File: config.mk
export PLATFORM = sky130hd
export DESIGN_NAME = nibble_add_sched
export DESIGN_NICKNAME = d
export VERILOG_FILES = /design/src/rtl/nibble_add_sched.sv
export SDC_FILE = /design/constraint.sdc
export NUM_CORES = 1
export LEC_CHECK = 0
export BUFFER_PORTS_ARGS = -buffer_cell sky130_fd_sc_hd__buf_2
export CAP_MARGIN = 20
export CORE_ASPECT_RATIO = 1.5
export CORE_MARGIN = 2
export CORE_UTILIZATION = 36
export CTS_BUF_LIST = sky130_fd_sc_hd__clkbuf_8
export CTS_CLUSTER_DIAMETER = 120
export DETAILED_ROUTE_END_ITERATION = 10
export PLACE_DENSITY = 0.63
export SLEW_MARGIN = 25
export SYNTH_ARGS = -nofsm -noshare
export SYNTH_HDL_FRONTEND = slang
export SYNTH_SLANG_ARGS = --single-unit
File: constraint.sdc
create_clock -name clk -period 8.3 [get_ports clk]
set_clock_uncertainty 0.1 [all_clocks]
set_input_delay 0.415 -clock clk [delete_from_list [all_inputs] [get_ports clk]]
set_output_delay 0.415 -clock clk [all_outputs]
set_load 0.01 [all_outputs]
File: src/rtl/nibble_add_sched.sv
`timescale 1ns/1ps
// Two-requester add/subtract unit that reuses one 4-bit ripple adder
// over NIBBLES cycles, with a round-robin grant and a one-cycle done.

module nibble_add_cell (
  input  logic [3:0] a,
  input  logic [3:0] b,
  input  logic       cin,
  output logic [3:0] sum,
  output logic       cout
);

  // Four chained full adders, carry rippling from bit 0 upward
  always_comb begin
    logic [4:0] c;
    c    = '0;
    sum  = '0;
    c[0] = cin;
    for (int i = 0; i < 4; i++) begin
      sum[i]   = a[i] ^ b[i] ^ c[i];
      c[i+1]   = (a[i] & b[i]) | (c[i] & (a[i] ^ b[i]));
    end
    cout = c[4];
  end

endmodule

module nibble_add_sched #(
  parameter int NIBBLES = 4
) (
  input  logic                 clk,
  input  logic                 rst_n,
  input  logic                 req0,
  input  logic                 req1,
  input  logic [4*NIBBLES-1:0] a0,
  input  logic [4*NIBBLES-1:0] b0,
  input  logic [4*NIBBLES-1:0] a1,
  input  logic [4*NIBBLES-1:0] b1,
  input  logic                 sub0,
  input  logic                 sub1,
  output logic                 gnt0,
  output logic                 gnt1,
  output logic                 busy,
  output logic                 done,
  output logic                 done_id,
  output logic [4*NIBBLES-1:0] result,
  output logic                 cout,
  output logic                 ovf
);

  localparam int W  = 4 * NIBBLES;
  localparam int KW = (NIBBLES > 1) ? $clog2(NIBBLES) : 1;
  localparam logic [KW-1:0] KLAST = KW'(NIBBLES - 1);

  typedef enum logic [1:0] {
    IDLE,
    CALC,
    DONE
  } state_t;

  state_t         state_q, state_d;
  logic [KW-1:0]  k_q, k_d;
  logic           carry_q, carry_d;
  logic           last_q, last_d;
  logic           id_q, id_d;
  logic [W-1:0]   a_q, a_d;
  logic [W-1:0]   b_q, b_d;
  logic [W-1:0]   stage_q, stage_d;
  logic [W-1:0]   result_q, result_d;
  logic           cout_q, cout_d;
  logic           ovf_q, ovf_d;
  logic           done_id_q, done_id_d;

  logic           idle;
  logic           pick1;
  logic           sub_sel;
  logic [3:0]     an, bn, nsum;
  logic           ncout;

  // Round-robin grant: on a tie, serve the requester not served last
  always_comb begin
    idle  = (state_q == IDLE) && rst_n;
    pick1 = req1 & (~req0 | ~last_q);
    gnt1  = idle & pick1;
    gnt0  = idle & req0 & ~pick1;
  end

  // Select the operand nibbles for the current step
  always_comb begin
    an = '0;
    bn = '0;
    for (int i = 0; i < NIBBLES; i++) begin
      if (k_q == KW'(i)) begin
        an = a_q[i*4 +: 4];
        bn = b_q[i*4 +: 4];
      end
    end
  end

  nibble_add_cell u_cell (
    .a    (an),
    .b    (bn),
    .cin  (carry_q),
    .sum  (nsum),
    .cout (ncout)
  );

  // Next-state, operand capture and per-nibble accumulation
  always_comb begin
    state_d   = state_q;
    k_d       = k_q;
    carry_d   = carry_q;
    last_d    = last_q;
    id_d      = id_q;
    a_d       = a_q;
    b_d       = b_q;
    stage_d   = stage_q;
    result_d  = result_q;
    cout_d    = cout_q;
    ovf_d     = ovf_q;
    done_id_d = done_id_q;
    sub_sel   = 1'b0;
    unique case (state_q)
      IDLE: begin
        if (gnt0 | gnt1) begin
          sub_sel = gnt1 ? sub1 : sub0;
          a_d     = gnt1 ? a1 : a0;
          b_d     = (gnt1 ? b1 : b0) ^ {W{sub_sel}};
          id_d    = gnt1;
          last_d  = gnt1;
          carry_d = sub_sel;
          k_d     = '0;
          state_d = CALC;
        end
      end
      CALC: begin
        for (int i = 0; i < NIBBLES; i++) begin
          if (k_q == KW'(i)) stage_d[i*4 +: 4] = nsum;
        end
        carry_d = ncout;
        k_d     = k_q + 1'b1;
        if (k_q == KLAST) begin
          k_d       = '0;
          result_d  = stage_d;
          cout_d    = ncout;
          ovf_d     = (a_q[W-1] == b_q[W-1]) & (nsum[3] != a_q[W-1]);
          done_id_d = id_q;
          state_d   = DONE;
        end
      end
      DONE: state_d = IDLE;
      default: state_d = IDLE;
    endcase
  end

  // State and datapath registers
  always_ff @(posedge clk or negedge rst_n) begin
    if (!rst_n) begin
      state_q   <= IDLE;
      k_q       <= '0;
      carry_q   <= 1'b0;
      last_q    <= 1'b1;
      id_q      <= 1'b0;
      a_q       <= '0;
      b_q       <= '0;
      stage_q   <= '0;
      result_q  <= '0;
      cout_q    <= 1'b0;
      ovf_q     <= 1'b0;
      done_id_q <= 1'b0;
    end else begin
      state_q   <= state_d;
      k_q       <= k_d;
      carry_q   <= carry_d;
      last_q    <= last_d;
      id_q      <= id_d;
      a_q       <= a_d;
      b_q       <= b_d;
      stage_q   <= stage_d;
      result_q  <= result_d;
      cout_q    <= cout_d;
      ovf_q     <= ovf_d;
      done_id_q <= done_id_d;
    end
  end

  // Status and result outputs
  always_comb begin
    busy    = (state_q != IDLE);
    done    = (state_q == DONE);
    result  = result_q;
    cout    = cout_q;
    ovf     = ovf_q;
    done_id = done_id_q;
  end

endmodule

==> out/qor.txt <==
dpl hpwl: 6560 um
post-synth cell types: 35
drc violations: 0
total negative setup slack: 0 ns
#FFs+latches synth: 70
leading area contributor after synthesis: dfrtp_1
initial antenna violation count: 0
final hold vios: 0
die area: 11000 um2
hold_ws: 0.156 ns
critical path fanouts, max: 21
reg2reg end: ovf
fraction of layout cells with a size suffix above 1: 26.3%
crit path launch: k_q[1]
pwr dens: 405 nW/um2
clock root cell: clkbuf_8
Synth Area in Compound Gates: 14.4%
Yosys warning total: 0
status: finished, final reports clean
reg-to-reg slack, setup: 4.14 ns
Initial DRC Count: 142
1st-pass router iterations: 4
Starting Density: 36.5%
PostCTS Resize Cnt: 0
top-area cell type share of the netlist area: 47.2%
Syn Nets: 464
number of global-route vias before repair: 3114
via count: 2965
DRT antenna net count: 0
Max H-tree Level: 3
post-route cell area: 4280 um2
Bufs on Longest Clock Path: 2
Mean Syn Cell Area: 9.47 um2
Min-Delay Path Class: input port to asynchronous set/reset pin
Final Wtd Congestion: 0.791
Syn Inst Count: 386
Post-synth top flop: dfrtp_1
Worst-path clk slew: 0.07 ns
Worst Setup Start Kind: flop
final worst-path cycle share: 50.1%
largest net degree at the start of global routing: 72
worst r2r path cells: 13
max cap viols: 0
Area growth, synth to finish: 17.2%
Die Y: 127 um
Post-Synth XOR/XNOR Area: 7.67%
top post-synthesis cells by area: dfrtp_1 (47%), nand2_1 (9.0%), a21oi_1 (4.5%)
VDD IR-drop max: 0.171 mV
# Post-CTS Setup Buffers: 0
routed wl met2: 4760 um
netlist area before placement: 3650 um2
Slew Viols, Final: 0
DRT Wirelength: 8770 um
Period minus WS final: 4.16 ns
f_max: 0.240 GHz
Final setup viols: 0
row count: 45
core area: 10000 um2
nets@finish: 542
Post-synth EDFFs: 0
M1 WL: 3450 um
Req. time, crit path: 8.42 ns
top-count cell post-synth: nand2_1
Setup crit end: ovf
Final Util: 42.7%
Critical Path End Type: flop
Fillers: 1050
CTS buffer count: 9
CTS sink count: 70
first-pass GRT wire length: 14400 um
Port Buffers: 92
Slew HR: 41.3%
via density per instance: 5.07
Async S/R FF share, synth: 100%
Sequential Area: 1750 um2
clock latency on the worst-skew pair: 0.35 ns
gr ovfl total: 0
Die W: 86.3 um
Arrival @ worst endpoint: 4.28 ns
RSZ-0062 raised after global routing: false
cell area after placement: 4130 um2
Synth top cells by count: nand2_1 (88), dfrtp_1 (69), a21oi_1 (33)
GRT Total Usage: 16.8%
# IOs: 93
Post-Synth Adder-Cell Area: 3.56%
largest family of logic cells by synthesized area: simple AND/OR/NAND/NOR gates
CTS tree: done
WL/cell: 15.0 um
Worst-Margin Slew: 0.881 ns
simple-gate portion of the synthesized area: 15.1%
worst r2r src: k_q[1]
mux cell area share after synthesis: 6.98%
post-synthesis sequential area ratio: 48.0%
area occupied by multi-input gates: 1740 um2
Pleak: 2.02 nW
n_diodes: 0
Met3 Routed Length: 340 um
Highest Signal Layer: met4
crit path kind: flop to flop
hold_buf cts: 0
-- where the power goes --
part / switching [W] / internal [W] / total, W
Combinational: 0.000511 / 0.000380 / 0.000890
Sequential: 0.000110 / 0.000512 / 0.000621
Clock: 0.000120 / 0.000101 / 0.000221
Total: 0.000740 / 0.000993 / 0.00173
-- flip-flops by register name (all words and copies together) (netlist names), 2 cells and up --
signal   flops
a_q         16
k_q          2
result      16
stage_q     12
state_q      2
b_q         16
-- worst max-delay path, cell delays in order, from the launching register on --
cell and delay [ns]:
dfrtp_1 0.39, inv_1 0.11, ha_1 0.65, nand3b_1 0.20, a21oi_1 0.07, a21oi_1 0.14
o21ai_0 0.12, fa_1 0.44, fa_1 0.41, fa_1 0.42, fa_1 0.69, nor2_1 0.09
a21oi_1 0.11, o21ai_0 0.08
-- cells by family after synthesis --
group | after synthesis
xor gates and xnor gates | 32
adders and majority gates | 8
muxes | 24
and+or+nand+nor | 127
buffers and inverters | 31
DFF | 70
AOI/OAI and AO/OA | 94
-- metrics by stage --
| stage | setup WS [ns] | total power, W | std cells |
|---|---|---|---|
| 3_3_place_gp | 4.31 | 0.00150 | 570 |
| 2_1_floorplan | 4.73 | 0.00126 | 386 |
| 3_5_place_dp | 4.17 | 0.00152 | 570 |
| 5_1_grt | 3.85 | 0.00188 | 585 |
| 6_report | 4.14 | 0.00173 | 585 |
| 4_1_cts | 4.15 | 0.00175 | 585 |
-- cells in the final DEF (no fill, tap or decap) --
| cell type | count |
|---|---|
| fa_1 | 4 |
| xnor2_1 | 16 |
| o21ai_1 | 1 |
| buf_4 | 2 |
| o21ai_0 | 22 |
| nor2_1 | 20 |
| nor2b_1 | 3 |
| nand2_1 | 88 |
| mux2i_1 | 12 |
| o32ai_1 | 1 |
| o21bai_1 | 1 |
| o21a_1 | 1 |
| o31ai_1 | 2 |
| clkinv_2 | 2 |
| or3_1 | 1 |
| a21boi_1 | 1 |
| nand2_2 | 2 |
| xor2_1 | 16 |
| nand2b_1 | 1 |
| inv_1 | 8 |
| o22ai_1 | 16 |
| nand3b_1 | 8 |
| a31oi_1 | 16 |
| mux2_2 | 12 |
| and2_1 | 1 |
| dfstp_2 | 1 |
| nor2_4 | 1 |
| a21oi_1 | 33 |
| ha_1 | 4 |
| or2_2 | 1 |
| nor3b_4 | 1 |
| clkbuf_8 | 9 |
| buf_2 | 92 |
| dfrtp_1 | 69 |
-- how the worst min path moves through the flow --
stage               endpoint  slack (ns)  cells past startpoint     from
finish                a_q[1]        0.16                      2    rst_n
global route          a_q[5]        0.22                      3    a0[5]
CTS                  carry_q        0.19                      2    rst_n
detailed placement   done_id        0.36                      2  done_id
global placement      last_q        0.36                      2   last_q
floorplan             a_q[0]        0.02                      0    rst_n
-- layer usage --
metal / up-vias / global-route usage (%)
li1: 1464 / -
met1: 1415 / 18.5
met2: 68 / 30.4
met3: 18 / 2.97
met4: 0 / 8.46
met5: - / 0
-- area by class of cell --
cell class	count	area share, %
sequential	70	40.9
clock buffer	9	2.89
tap	117	3.42
timing repair buffer	94	11.1
inverter	4	0.351
clock inverter	6	0.584
multi-input combinational	285	40.7
Power figures use the tool's default switching activity.
